<file path="config.mk">
export PLATFORM = sky130hd
export DESIGN_NAME = top_memoryaccess
export DESIGN_NICKNAME = d
export VERILOG_FILES = /design/src/rtl/top_memoryaccess.sv
export SDC_FILE = /design/constraint.sdc
export NUM_CORES = 1
export LEC_CHECK = 0
export CAP_MARGIN = 5
export CORE_MARGIN = 5
export CORE_UTILIZATION = 47
export DETAILED_ROUTE_END_ITERATION = 8
export PLACE_DENSITY_LB_ADDON = 0.25
export SLEW_MARGIN = 10
export SYNTH_ARGS = -nofsm -noshare
export SYNTH_HDL_FRONTEND = slang
export SYNTH_SLANG_ARGS = --single-unit
</file>
<file path="constraint.sdc">
create_clock -name clk -period 8.9 [get_ports clk]
set_input_delay 0.89 -clock clk [delete_from_list [all_inputs] [get_ports clk]]
set_output_delay 0.89 -clock clk [all_outputs]
set_load 0.05 [all_outputs]
</file>
<file path="src/rtl/top_memoryaccess.sv">
// -----------------------------------------------------------------------------
// top_memoryaccess
//
// Memory-access stage of the RockWave multi-cycle core. Consumes the *_em
// registers from execute; for loads and stores it runs one req/ack transaction
// on the data-memory port (lane-shifted store data with byte enables on the way
// out, lane extraction plus sign/zero extension on the way back) and registers
// the results into the *_mw registers for writeback. While a bus transaction is
// outstanding, stall_memoryaccess holds the core's phase.
//
// Ports
//   clk, rst_n            clock; reset (asynchronous, active-high despite the name)
//   phase_memoryaccess    memory-access phase, held high while stalled
//   decoded_op_em         decoded opcode (funct3 field, load bit, store bit)
//   alu_out_em            ALU result / effective address
//   rs2data_em            store data
//   rdsel_em              destination register
//   next_pc_em            next PC
//   jump_state_em         branch/jump taken
//   dmem_req/we/addr/wdata/be   data-memory request (stable from issue until ack)
//   dmem_rdata, dmem_ack  data-memory response
//   stall_memoryaccess    combinational hold for the phase state machine
//   *_mw                  registered results for writeback
//   access_err_mw         misaligned or unsupported-width access
// -----------------------------------------------------------------------------
module top_memoryaccess #(
    parameter int XLEN         = 32,
    parameter int OPLEN        = 10,
    parameter int FUNCT3_BIT_L = 0,
    parameter int FUNCT3_BIT_M = 2,
    parameter int LOAD_BIT     = 7,
    parameter int STORE_BIT    = 8
) (
    input  logic             clk,
    input  logic             rst_n,
    input  logic             phase_memoryaccess,
    input  logic [OPLEN-1:0] decoded_op_em,
    input  logic [XLEN-1:0]  alu_out_em,
    input  logic [XLEN-1:0]  rs2data_em,
    input  logic [4:0]       rdsel_em,
    input  logic [XLEN-1:0]  next_pc_em,
    input  logic             jump_state_em,
    output logic             dmem_req,
    output logic             dmem_we,
    output logic [XLEN-1:0]  dmem_addr,
    output logic [XLEN-1:0]  dmem_wdata,
    output logic [3:0]       dmem_be,
    input  logic [XLEN-1:0]  dmem_rdata,
    input  logic             dmem_ack,
    output logic             stall_memoryaccess,
    output logic [XLEN-1:0]  rd_data_mw,
    output logic [4:0]       rdsel_mw,
    output logic [XLEN-1:0]  next_pc_mw,
    output logic             jump_state_mw,
    output logic [OPLEN-1:0] decoded_op_mw,
    output logic             access_err_mw
);

    typedef enum logic {
        ST_IDLE,
        ST_REQ
    } state_t;

    state_t state;

    // ---------------------------------------------------------------- decode
    logic [2:0] funct3;
    logic [1:0] lane;
    logic       is_load;
    logic       is_store;
    logic       mem_op;

    assign funct3   = decoded_op_em[FUNCT3_BIT_M:FUNCT3_BIT_L];
    assign lane     = alu_out_em[1:0];
    assign is_load  = decoded_op_em[LOAD_BIT];
    // Both bits set is treated as a load, so the store bit only counts alone.
    assign is_store = decoded_op_em[STORE_BIT] & ~is_load;
    assign mem_op   = is_load | is_store;

    logic funct3_ok;
    logic aligned;
    logic legal;

    // NOTE: every variable assigned in an always_comb gets a default first,
    //       so no path through the case can leave it unassigned (no latch).
    always_comb begin
        funct3_ok = 1'b0;
        aligned   = 1'b0;
        case (funct3)
            3'b000:         begin funct3_ok = 1'b1;    aligned = 1'b1;            end
            3'b001:         begin funct3_ok = 1'b1;    aligned = ~lane[0];        end
            3'b010:         begin funct3_ok = 1'b1;    aligned = (lane == 2'b00); end
            3'b100:         begin funct3_ok = is_load; aligned = 1'b1;            end
            3'b101:         begin funct3_ok = is_load; aligned = ~lane[0];        end
            default:        begin funct3_ok = 1'b0;    aligned = 1'b0;            end
        endcase
    end

    assign legal = funct3_ok & aligned;

    // Lane-shifted store data and byte enables, captured when the request issues.
    logic [3:0]      be_next;
    logic [XLEN-1:0] wdata_next;

    always_comb begin
        be_next    = 4'b1111;
        wdata_next = rs2data_em;
        case (funct3[1:0])
            2'b00: begin
                be_next    = 4'b0001 << lane;
                wdata_next = {4{rs2data_em[7:0]}};
            end
            2'b01: begin
                be_next    = 4'b0011 << lane;
                wdata_next = {2{rs2data_em[15:0]}};
            end
            default: begin
                be_next    = 4'b1111;
                wdata_next = rs2data_em;
            end
        endcase
    end

    // ------------------------------------------------------ load extraction
    // Width and lane are captured at issue so the extraction does not depend
    // on the execute registers staying put during the wait.
    logic [2:0]      funct3_q;
    logic [1:0]      lane_q;
    logic [XLEN-1:0] shifted;
    logic [XLEN-1:0] load_data;

    assign shifted = dmem_rdata >> {lane_q, 3'b000};

    always_comb begin
        load_data = shifted;
        case (funct3_q)
            3'b000:  load_data = {{(XLEN-8){shifted[7]}},   shifted[7:0]};
            3'b001:  load_data = {{(XLEN-16){shifted[15]}}, shifted[15:0]};
            3'b100:  load_data = {{(XLEN-8){1'b0}},         shifted[7:0]};
            3'b101:  load_data = {{(XLEN-16){1'b0}},        shifted[15:0]};
            default: load_data = dmem_rdata;
        endcase
    end

    // ------------------------------------------------------ handshake/stall
    logic start;
    logic commit;

    assign start              = (state == ST_IDLE) & phase_memoryaccess & mem_op & legal;
    assign stall_memoryaccess = start | ((state == ST_REQ) & ~dmem_ack);
    assign commit             = phase_memoryaccess & ~stall_memoryaccess;
    assign dmem_req           = (state == ST_REQ);

    // NOTE: reset is asynchronous and active-high; every register, including
    //       the bus outputs, clears at once so a pending request drops without
    //       waiting for ack.
    // NOTE: sequential state uses non-blocking assignments only, so every
    //       register samples values from before the edge.
    always_ff @(posedge clk or posedge rst_n) begin
        if (rst_n) begin
            state         <= ST_IDLE;
            dmem_we       <= 1'b0;
            dmem_addr     <= '0;
            dmem_wdata    <= '0;
            dmem_be       <= '0;
            funct3_q      <= '0;
            lane_q        <= '0;
            rd_data_mw    <= '0;
            rdsel_mw      <= '0;
            next_pc_mw    <= '0;
            jump_state_mw <= 1'b0;
            decoded_op_mw <= '0;
            access_err_mw <= 1'b0;
        end else begin
            case (state)
                ST_IDLE: begin
                    if (start) begin
                        state      <= ST_REQ;
                        dmem_we    <= is_store;
                        dmem_addr  <= {alu_out_em[XLEN-1:2], 2'b00};
                        dmem_wdata <= wdata_next;
                        dmem_be    <= be_next;
                        funct3_q   <= funct3;
                        lane_q     <= lane;
                    end
                end
                ST_REQ: begin
                    if (dmem_ack) begin
                        state <= ST_IDLE;
                    end
                end
                default: state <= ST_IDLE;
            endcase

            if (commit) begin
                next_pc_mw    <= next_pc_em;
                jump_state_mw <= jump_state_em;
                decoded_op_mw <= decoded_op_em;
                if (state == ST_REQ) begin
                    // Bus transaction completing this cycle.
                    access_err_mw <= 1'b0;
                    if (dmem_we) begin
                        rd_data_mw <= '0;
                        rdsel_mw   <= '0;
                    end else begin
                        rd_data_mw <= load_data;
                        rdsel_mw   <= rdsel_em;
                    end
                end else if (mem_op) begin
                    // A legal memory op stalls in IDLE, so only an illegal one
                    // can commit from here.
                    access_err_mw <= 1'b1;
                    rd_data_mw    <= '0;
                    rdsel_mw      <= '0;
                end else begin
                    access_err_mw <= 1'b0;
                    rd_data_mw    <= alu_out_em;
                    rdsel_mw      <= rdsel_em;
                end
            end
        end
    end

endmodule

</file>
==> impl_results.html, run 1 <==
<table>
<tr><th>Metric</th><th>Value</th></tr>
<tr><th colspan="2">Worst hold path</th></tr>
<tr><td>Worst min-delay path category</td><td>reg2reg</td></tr>
<tr><th colspan="2">Synth</th></tr>
<tr><td>Commonest register cell after synthesis</td><td>dfrtp_1</td></tr>
<tr><td>Avg Synthesized Cell Area</td><td>a little over 10 µm²</td></tr>
<tr><td>Number of enable flip-flop cells after synthesis</td><td>0</td></tr>
<tr><td>Number of unique standard cell types used by synthesis</td><td>slightly above 40</td></tr>
<tr><td>Post-synthesis sequential area ratio</td><td>around 53%</td></tr>
<tr><td>Top-area cell type share of the netlist area</td><td>between 50% and 60%</td></tr>
<tr><td>Area share of and/or/nand/nor cells after synthesis</td><td>around 14%</td></tr>
<tr><td>Mux share of post-synthesis cell area</td><td>between 10% and 20%</td></tr>
<tr><td>Warning count from the yosys run</td><td>0</td></tr>
<tr><td>Top cells by area, synth</td><td>dfrtp_1, nand2_1, mux2_4</td></tr>
<tr><td>Post-synthesis cell type with the largest combined area</td><td>dfrtp_1</td></tr>
<tr><td>XOR/XNOR Fraction of Synth Area</td><td>less than 1%</td></tr>
<tr><td>Dominant combinational cell family by area after synthesis</td><td>simple AND/OR/NAND/NOR gates</td></tr>
<tr><td>Cell area after synthesis</td><td>just over 7000 µm²</td></tr>
<tr><td>Number of instances in the synthesized netlist</td><td>around 710</td></tr>
<tr><td>Post-Synth Adder-Cell Area</td><td>0%</td></tr>
<tr><td>Fraction of the mapped netlist area in compound gates</td><td>a little over an eighth</td></tr>
<tr><td>Async set or reset register ratio after synthesis</td><td>100.0%</td></tr>
<tr><td>Yosys reg bits</td><td>~150</td></tr>
<tr><th colspan="2">Clocking</th></tr>
<tr><td>Quantity of hold-fixing buffers added after cts</td><td>0</td></tr>
<tr><td>Root Buffer</td><td>clkbuf_16</td></tr>
<tr><td>Post-CTS repair timing setup buffer count</td><td>0</td></tr>
<tr><td>Number of gates given a new drive strength after cts</td><td>0</td></tr>
<tr><td>Clock insertion delay at the later pin of the skew report</td><td>~0.42 ns</td></tr>
<tr><td>Clock buffer depth</td><td>2</td></tr>
<tr><td>Clock tree from TritonCTS</td><td>done</td></tr>
<tr><td>Worst-path clk slew</td><td>0.06 ns</td></tr>
<tr><td>Number of levels in the clock H-tree</td><td>4</td></tr>
<tr><td>Number of clock sinks</td><td>around 150</td></tr>
<tr><td>Cts bufs inserted</td><td>17</td></tr>
<tr><th colspan="2">Critical path</th></tr>
<tr><td>Endpoint type of the worst setup path</td><td>primary output</td></tr>
<tr><td>Critical path fanouts, max</td><td>94</td></tr>
<tr><td>Critical setup path kind</td><td>in2out</td></tr>
<tr><td>Arr. time, crit path</td><td>4.24 ns</td></tr>
<tr><td>Kind of start point of the critical path</td><td>primary input</td></tr>
<tr><td>CP Data Required Time</td><td>between 8 and 9 ns</td></tr>
<tr><td>Worst-path cell chain</td><td>clkdlybuf4s50_1 -&gt; nor2_2 -&gt; nor2_1 -&gt; or2_4 -&gt; nand2_1 -&gt; clkdlybuf4s50_1</td></tr>
<tr><td>Top cell by count, worst path</td><td>clkdlybuf4s50_1</td></tr>
<tr><td>CP max stage cell</td><td>clkdlybuf4s50_1</td></tr>
<tr><td>Max stage delay on crit path</td><td>between 0.9 and 1 ns</td></tr>
<tr><th colspan="2">GRT</th></tr>
<tr><td>Wire length of the first global-routing pass</td><td>approximately 35000 µm</td></tr>
<tr><td>Antenna violations before repair</td><td>0</td></tr>
<tr><td>Largest net degree at the start of global routing</td><td>96</td></tr>
<tr><td>Total congestion overflow after global routing</td><td>0</td></tr>
<tr><td>Layer with the highest usage after global routing</td><td>met2</td></tr>
<tr><td>GR met2 Demand/Resource</td><td>42.28%</td></tr>
<tr><td>Number of global-route vias before repair</td><td>about 6200</td></tr>
<tr><td>Global Route Usage Sum</td><td>25.37%</td></tr>
<tr><td>Met1 usage in global routing</td><td>31.90%</td></tr>
<tr><td>Met3 usage in global routing</td><td>around 8.6%</td></tr>
<tr><th colspan="2">Timing</th></tr>
<tr><td>Final worst path period share</td><td>between 50 and 60%</td></tr>
<tr><td>Count of final setup violators</td><td>0</td></tr>
<tr><td>Worst slew slack as a fraction of its limit</td><td>29.66%</td></tr>
<tr><td>Max Clock Skew</td><td>between 0.008 and 0.009 ns</td></tr>
<tr><td>Number of pins exceeding their max-slew limit in the final report</td><td>0</td></tr>
<tr><td>Number of failing hold endpoints at the final stage</td><td>0</td></tr>
<tr><td>Unrepaired setup endpoints after global routing</td><td>no</td></tr>
<tr><td>Time the worst path needs with I/O delays and setup</td><td>a little over 5 ns</td></tr>
<tr><td>Pin slew with the least headroom to its limit</td><td>1.051 ns</td></tr>
<tr><td>Post-route setup TNS</td><td>0 ns</td></tr>
<tr><td>Achievable clock frequency</td><td>194.9 MHz</td></tr>
<tr><th colspan="2">Placed design</th></tr>
<tr><td>Routability Congestion</td><td>0.8853</td></tr>
<tr><td>Post-Place Cell Area</td><td>~10000 µm²</td></tr>
<tr><td>Port Buffer Count</td><td>297</td></tr>
<tr><td>Half-perimeter wire length after detailed placement</td><td>~16000 µm</td></tr>
<tr><td>Placed Cells</td><td>~1200</td></tr>
<tr><th colspan="2">Cells and area</th></tr>
<tr><td>Util after Layout</td><td>a little under three quarters</td></tr>
<tr><td>P&amp;R area growth vs syn</td><td>50.48%</td></tr>
<tr><td>Final std cell area, no fill</td><td>~11000 µm²</td></tr>
<tr><td>Final instance count without filler cells</td><td>1184</td></tr>
<tr><td>Fin nets</td><td>between 1000 and 1500</td></tr>
<tr><td>Proportion of layout cells with a drive suffix above 1</td><td>9.036%</td></tr>
<tr><td>Number of diodes</td><td>0</td></tr>
<tr><th colspan="2">Drt</th></tr>
<tr><td>Antenna-violating nets left</td><td>0</td></tr>
<tr><td>Total routed wirelength</td><td>~23000 µm</td></tr>
<tr><td>Starting DRC count in detailed routing</td><td>349</td></tr>
<tr><td>Drt pass-1 iters</td><td>5</td></tr>
<tr><td>Average detailed-routed wire length per instance</td><td>~20 µm</td></tr>
<tr><td>Vias</td><td>6260</td></tr>
<tr><td>Remaining design rule violation count</td><td>0</td></tr>
<tr><td>Mean number of vias per cell</td><td>5.287</td></tr>
<tr><th colspan="2">Job</th></tr>
<tr><td>Max cap viols</td><td>0</td></tr>
<tr><th colspan="2">Power and ir drop</th></tr>
<tr><td>Largest vdd supply drop</td><td>around 0.2 mV</td></tr>
<tr><td>Total power per unit cell area</td><td>roughly 270 nW/µm²</td></tr>
<tr><td>Standby leakage power</td><td>between 4 and 5 nW</td></tr>
<tr><td>Pwr Total</td><td>roughly 2.9 mW</td></tr>
<tr><th colspan="2">Floorplanning</th></tr>
<tr><td>Area inside the core boundary</td><td>roughly 15000 µm²</td></tr>
<tr><td>Die Span X</td><td>roughly 130 µm</td></tr>
<tr><td>Vertical die dimension</td><td>around 130 µm</td></tr>
<tr><td>Initial core utilization</td><td>~48%</td></tr>
<tr><td># IOs</td><td>300</td></tr>
<tr><td>Standard-cell rows</td><td>45</td></tr>
<tr><td>Die area</td><td>17930 µm²</td></tr>
<tr><th colspan="2">Run status</th></tr>
<tr><td>Outcome</td><td>completed</td></tr>
</table>
[critical path: cells and delay by family]
| kind | cells | cell delay (ns) |
|---|---|---|
| buffers and inverters | 2 | 1.71 |
| AND/OR/NAND/NOR | 4 | 1.60 |
[cells by family (layout without fill, tap and decap cells)]
| family | after synthesis | count (layout) |
|---|---|---|
| and+or+nand+nor | 259 | 259 |
| AOI/OAI and AO/OA | 154 | 154 |
| DFF | 154 | 154 |
| muxes | 77 | 77 |
| buffers and inverters | 66 | 349 |
| other | 1 | 2 |
| xor gates and xnor gates | 1 | 1 |
[layer usage]
metal	wire length, µm	vias up	part of all wire (%)
met1	9276	3027	40
li1	-	2959	-
met2	11410	251	49
met4	370	0	1.6
met3	2000	23	8.7
met5	0	-	0
[layout make-up]
type / instances / area, µm²
fill: 1152 / 4292
sequential: 154 / 3854
multi-input combinational: 493 / 3054
timing repair buffer: 302 / 3030
clock buffer: 20 / 456.7
tap: 188 / 235.2
clock inverter: 12 / 162.7
inverter: 15 / 61.31
[final timing paths]
path	to	depth (start not counted)	start	slack [ns]
worst min-delay path	dmem_addr[9]	2	dmem_addr[9]	0.47
worst max-delay path	stall_memoryaccess	6	decoded_op_em[0]	3.77
worst min register to register	dmem_addr[9]	2	dmem_addr[9]	0.47
worst max register to register	next_pc_mw[26]	5	dmem_req	5.97
min in group asynchronous	next_pc_mw[1]	2	rst_n	1.00
max in group asynchronous	rd_data_mw[17]	3	rst_n	6.56
[cells in the mapped netlist (4+ instances only)]
cell type	number
nand2_1	174
dfrtp_1	154
nor2_1	56
o21ai_0	47
mux2_4	42
mux2i_1	32
clkbuf_1	30
a21oi_1	28
a21o_1	23
a22oi_1	23
a31oi_1	16
inv_1	15
buf_6	9
buf_2	7
o221ai_1	7
and2_1	6
nand3_1	6
nor2b_1	4
[stage by stage]
step	hold WS, ns	setup WS, ns
2_1_floorplan	0.4926	3.860
3_3_place_gp	0.4563	3.854
3_5_place_dp	0.4612	3.784
4_1_cts	0.4767	3.753
5_1_grt	0.4883	3.575
6_report	0.4710	3.770
[flip-flops by register name, indices dropped and copies added, names as in the netlist]
register,flops
dmem_we,1
decoded_op_mw,10
jump_state_mw,1
dmem_wdata,32
dmem_be,4
funct3_q,3
next_pc_mw,32
rdsel_mw,5
lane_q,2
access_err_mw,1
rd_data_mw,32
dmem_addr,30
dmem_req,1
[where the power goes]
part           switching [mW]  leakage [nW]  total, mW  internal (mW)
logic                   0.760          2.69       1.19          0.429
registers               0.105          1.88      0.943          0.839
clock network           0.301         0.303      0.761          0.460
[cells in the final DEF (no fill, tap or decap), types with 3 or more instances in the layout]
master	n
clkdlybuf4s50_1	297
clkbuf_16	17
mux2_2	3
inv_6	3
nor2b_1	4
a22oi_1	23
a21oi_1	28
nand2_1	174
o21ai_0	47
a31oi_1	16
nand3_1	6
inv_1	14
buf_4	4
nor2_1	55
and2_1	6
bufinv_16	3
a21o_1	23
mux2_4	42
o221ai_1	7
clkinv_4	3
dfrtp_1	154
nand2b_1	3
mux2i_1	32
Note: power is estimated with default switching activity, not from simulation.
==> run 2, diff against run 1 <==
Settings changed: CORE_UTILIZATION 47 to 39.
Clock period 8.9 ns to 4.65 ns, I/O delays scaled along.
==> impl_results.html, run 2 (same netlist as run 1, synthesis figures left out) <==
<table>
<tr><th>Metric</th><th>Value</th></tr>
<tr><th colspan="2">Run status</th></tr>
<tr><td>Outcome</td><td>completed</td></tr>
<tr><th colspan="2">Clocking</th></tr>
<tr><td>Number of gates given a new drive strength after cts</td><td>0</td></tr>
<tr><td>Clock buffer depth</td><td>2</td></tr>
<tr><td>Cts bufs inserted</td><td>17</td></tr>
<tr><td>Clock insertion delay at the later pin of the skew report</td><td>around 0.42 ns</td></tr>
<tr><td>Post-CTS repair timing setup buffer count</td><td>0</td></tr>
<tr><td>Number of clock sinks</td><td>roughly 150</td></tr>
<tr><td>Quantity of hold-fixing buffers added after cts</td><td>0</td></tr>
<tr><td>Number of levels in the clock H-tree</td><td>4</td></tr>
<tr><td>Worst-path clk slew</td><td>approximately 0.060 ns</td></tr>
<tr><td>Root Buffer</td><td>clkbuf_16</td></tr>
<tr><td>Clock tree from TritonCTS</td><td>done</td></tr>
<tr><th colspan="2">Critical path</th></tr>
<tr><td>Worst-path cell chain</td><td>clkdlybuf4s50_1 -&gt; buf_4 -&gt; nor2_2 -&gt; nor2_1 -&gt; or2_4 -&gt; nand2_1 -&gt; buf_4</td></tr>
<tr><td>Endpoint type of the worst setup path</td><td>primary output</td></tr>
<tr><td>Max stage delay on crit path</td><td>~0.67 ns</td></tr>
<tr><td>Kind of start point of the critical path</td><td>primary input</td></tr>
<tr><td>Depth of the worst register-to-register path</td><td>5</td></tr>
<tr><td>End of the worst register-to-register path</td><td>rd_data_mw[25]</td></tr>
<tr><td>Slack of the worst reg-to-reg path</td><td>1.94 ns</td></tr>
<tr><td>Arr. time, crit path</td><td>around 2.8 ns</td></tr>
<tr><td>CP Data Required Time</td><td>between 4 and 5 ns</td></tr>
<tr><td>Startpoint of the worst register-to-register path</td><td>lane_q[1]</td></tr>
<tr><td>Top cell by count, worst path</td><td>buf_4</td></tr>
<tr><td>Critical setup path kind</td><td>in2out</td></tr>
<tr><td>CP max stage cell</td><td>or2_4</td></tr>
<tr><td>Critical path fanouts, max</td><td>72</td></tr>
<tr><td>Launching instance or port of the critical path</td><td>decoded_op_em[1]</td></tr>
<tr><th colspan="2">Power and ir drop</th></tr>
<tr><td>Total power per unit cell area</td><td>roughly 500 nW/µm²</td></tr>
<tr><td>Largest vdd supply drop</td><td>0.2627 mV</td></tr>
<tr><td>Standby leakage power</td><td>about 5 nW</td></tr>
<tr><th colspan="2">GRT</th></tr>
<tr><td>Total congestion overflow after global routing</td><td>0</td></tr>
<tr><td>Global Route Usage Sum</td><td>roughly 22%</td></tr>
<tr><td>Largest net degree at the start of global routing</td><td>between 80 and 90</td></tr>
<tr><td>Number of global-route vias before repair</td><td>~6400</td></tr>
<tr><td>Wire length of the first global-routing pass</td><td>36490 µm</td></tr>
<tr><td>Antenna violations before repair</td><td>0</td></tr>
<tr><th colspan="2">Worst hold path</th></tr>
<tr><td>Worst min-delay path category</td><td>reg2reg</td></tr>
<tr><td>Hold wc startpoint</td><td>dmem_addr[2]</td></tr>
<tr><td>Min-Delay Endpoint</td><td>dmem_addr[2]</td></tr>
<tr><td>Hold path cells</td><td>2</td></tr>
<tr><th colspan="2">Placed design</th></tr>
<tr><td>Half-perimeter wire length after detailed placement</td><td>roughly 17000 µm</td></tr>
<tr><td>Port Buffer Count</td><td>about 300</td></tr>
<tr><td>Post-Place Cell Area</td><td>around 10000 µm²</td></tr>
<tr><td>Routability Congestion</td><td>0.8468</td></tr>
<tr><th colspan="2">Timing</th></tr>
<tr><td>Count of final setup violators</td><td>0</td></tr>
<tr><td>Final worst path period share</td><td>a little under three quarters</td></tr>
<tr><td>Max Clock Skew</td><td>~0.012 ns</td></tr>
<tr><td>Worst slew slack as a fraction of its limit</td><td>between 20% and 30%</td></tr>
<tr><td>Pin slew with the least headroom to its limit</td><td>about 1.1 ns</td></tr>
<tr><td>Number of failing hold endpoints at the final stage</td><td>0</td></tr>
<tr><td>Post-route setup TNS</td><td>0 ns</td></tr>
<tr><td>Unrepaired setup endpoints after global routing</td><td>no</td></tr>
<tr><td>Time the worst path needs with I/O delays and setup</td><td>3.300 ns</td></tr>
<tr><td>Number of pins exceeding their max-slew limit in the final report</td><td>0</td></tr>
<tr><td>Achievable clock frequency</td><td>roughly 300 MHz</td></tr>
<tr><th colspan="2">Cells and area</th></tr>
<tr><td>Proportion of layout cells with a drive suffix above 1</td><td>a little under a tenth</td></tr>
<tr><td>P&amp;R area growth vs syn</td><td>50.94%</td></tr>
<tr><td>Most common library cell in the layout ignoring fill and taps</td><td>clkdlybuf4s50_1</td></tr>
<tr><td>Registers with the most flip-flops</td><td>dmem_wdata x32, next_pc_mw x32, rd_data_mw x32</td></tr>
<tr><td>Fin nets</td><td>between 1000 and 1500</td></tr>
<tr><td>Final std cell area, no fill</td><td>about 11000 µm²</td></tr>
<tr><td>Leading cell types in the layout, fill and taps excluded</td><td>clkdlybuf4s50_1, nand2_1, dfrtp_1</td></tr>
<tr><td>Number of diodes</td><td>0</td></tr>
<tr><td>Fill cell total of the finished layout</td><td>between 1500 and 2000</td></tr>
<tr><th colspan="2">Floorplanning</th></tr>
<tr><td># IOs</td><td>300</td></tr>
<tr><td>Vertical die dimension</td><td>~150 µm</td></tr>
<tr><td>Die area</td><td>between 20000 and 25000 µm²</td></tr>
<tr><td>Initial core utilization</td><td>about two fifths</td></tr>
<tr><td>Standard-cell rows</td><td>49</td></tr>
<tr><td>Die Span X</td><td>approximately 150 µm</td></tr>
<tr><td>Area inside the core boundary</td><td>between 15000 and 20000 µm²</td></tr>
<tr><th colspan="2">Drt</th></tr>
<tr><td>Mean number of vias per cell</td><td>4.973</td></tr>
<tr><td>Antenna-violating nets left</td><td>0</td></tr>
<tr><td>Starting DRC count in detailed routing</td><td>just under 300</td></tr>
<tr><td>Total routed wirelength</td><td>23430 µm</td></tr>
<tr><td>Drt pass-1 iters</td><td>5</td></tr>
<tr><td>Average detailed-routed wire length per instance</td><td>19.08 µm</td></tr>
<tr><td>Remaining design rule violation count</td><td>0</td></tr>
<tr><td>Vias</td><td>roughly 6100</td></tr>
<tr><th colspan="2">Job</th></tr>
<tr><td>Max cap viols</td><td>0</td></tr>
</table>
-- run 2: cell count changes in the layout (fill, tap and decap cells not counted), sizes merged --
| cell | before | now |
|---|---|---|
| clkbuf | 20 | 19 |
| clkinv | 5 | 1 |
| clkinvlp | 1 | 4 |
| inv | 18 | 20 |
| clkdlybuf4s50 | 297 | 296 |
| bufinv | 3 | 2 |
| buf | 5 | 10 |
-- run 2: report_power, final --
group	internal, mW	switching (mW)	total (mW)
clock network	0.810	0.586	1.40
logic	0.823	1.45	2.27
registers	1.60	0.200	1.80
-- run 2: routing by layer --
metal / vias up / share of wire [%] / routed length [µm] / track usage [%]
met3: 32 / 5.8 / 1363 / 6.042
met1: 2890 / 44 / 10430 / 28.71
li1: 2967 / - / - / -
met2: 218 / 47 / 11090 / 35.10
met4: 0 / 2.4 / 552 / 6.538
met5: - / 0 / 0 / 0
-- run 2: worst max path at each step --
stage / end / slack, ns / depth (start not counted)
2_1_floorplan: access_err_mw / 0.04 / 1
3_3_place_gp: next_pc_mw[18] / 1.25 / 7
3_5_place_dp: decoded_op_mw[3] / 1.18 / 7
4_1_cts: stall_memoryaccess / 1.32 / 7
5_1_grt: stall_memoryaccess / 1.12 / 7
6_report: stall_memoryaccess / 1.35 / 7
-- run 2: critical path: cells and delay by family --
| kind | cells | cell delay (ns) |
|---|---|---|
| buffers and inverters | 3 | 1.02 |
| AND/OR/NAND/NOR | 4 | 1.33 |
-- run 2: layout make-up --
type	count	area, µm²	share of cell area (%)
sequential	154	3854	35.39
multi-input combinational	493	3054	28.05
timing repair buffer	306	3050	28.02
clock buffer	19	442.9	4.068
tap	229	286.5	2.632
clock inverter	12	138.9	1.276
inverter	15	61.31	0.5631
-- run 2: per-stage QoR --
stage                     power [mW]  utilization (%)  instances  hold slack (ns)  setup WS, ns
after global placement         4.079            56.98       1197           0.4567         1.249
after CTS                      5.513            60.20       1228           0.4779         1.317
after global routing           5.710            60.20       1228           0.5000         1.121
after floorplan                3.262                -        713           0.4926       0.03520
final                          5.468            60.20       1228           0.4718         1.350
after detailed placement       4.100            56.98       1197           0.4614         1.185
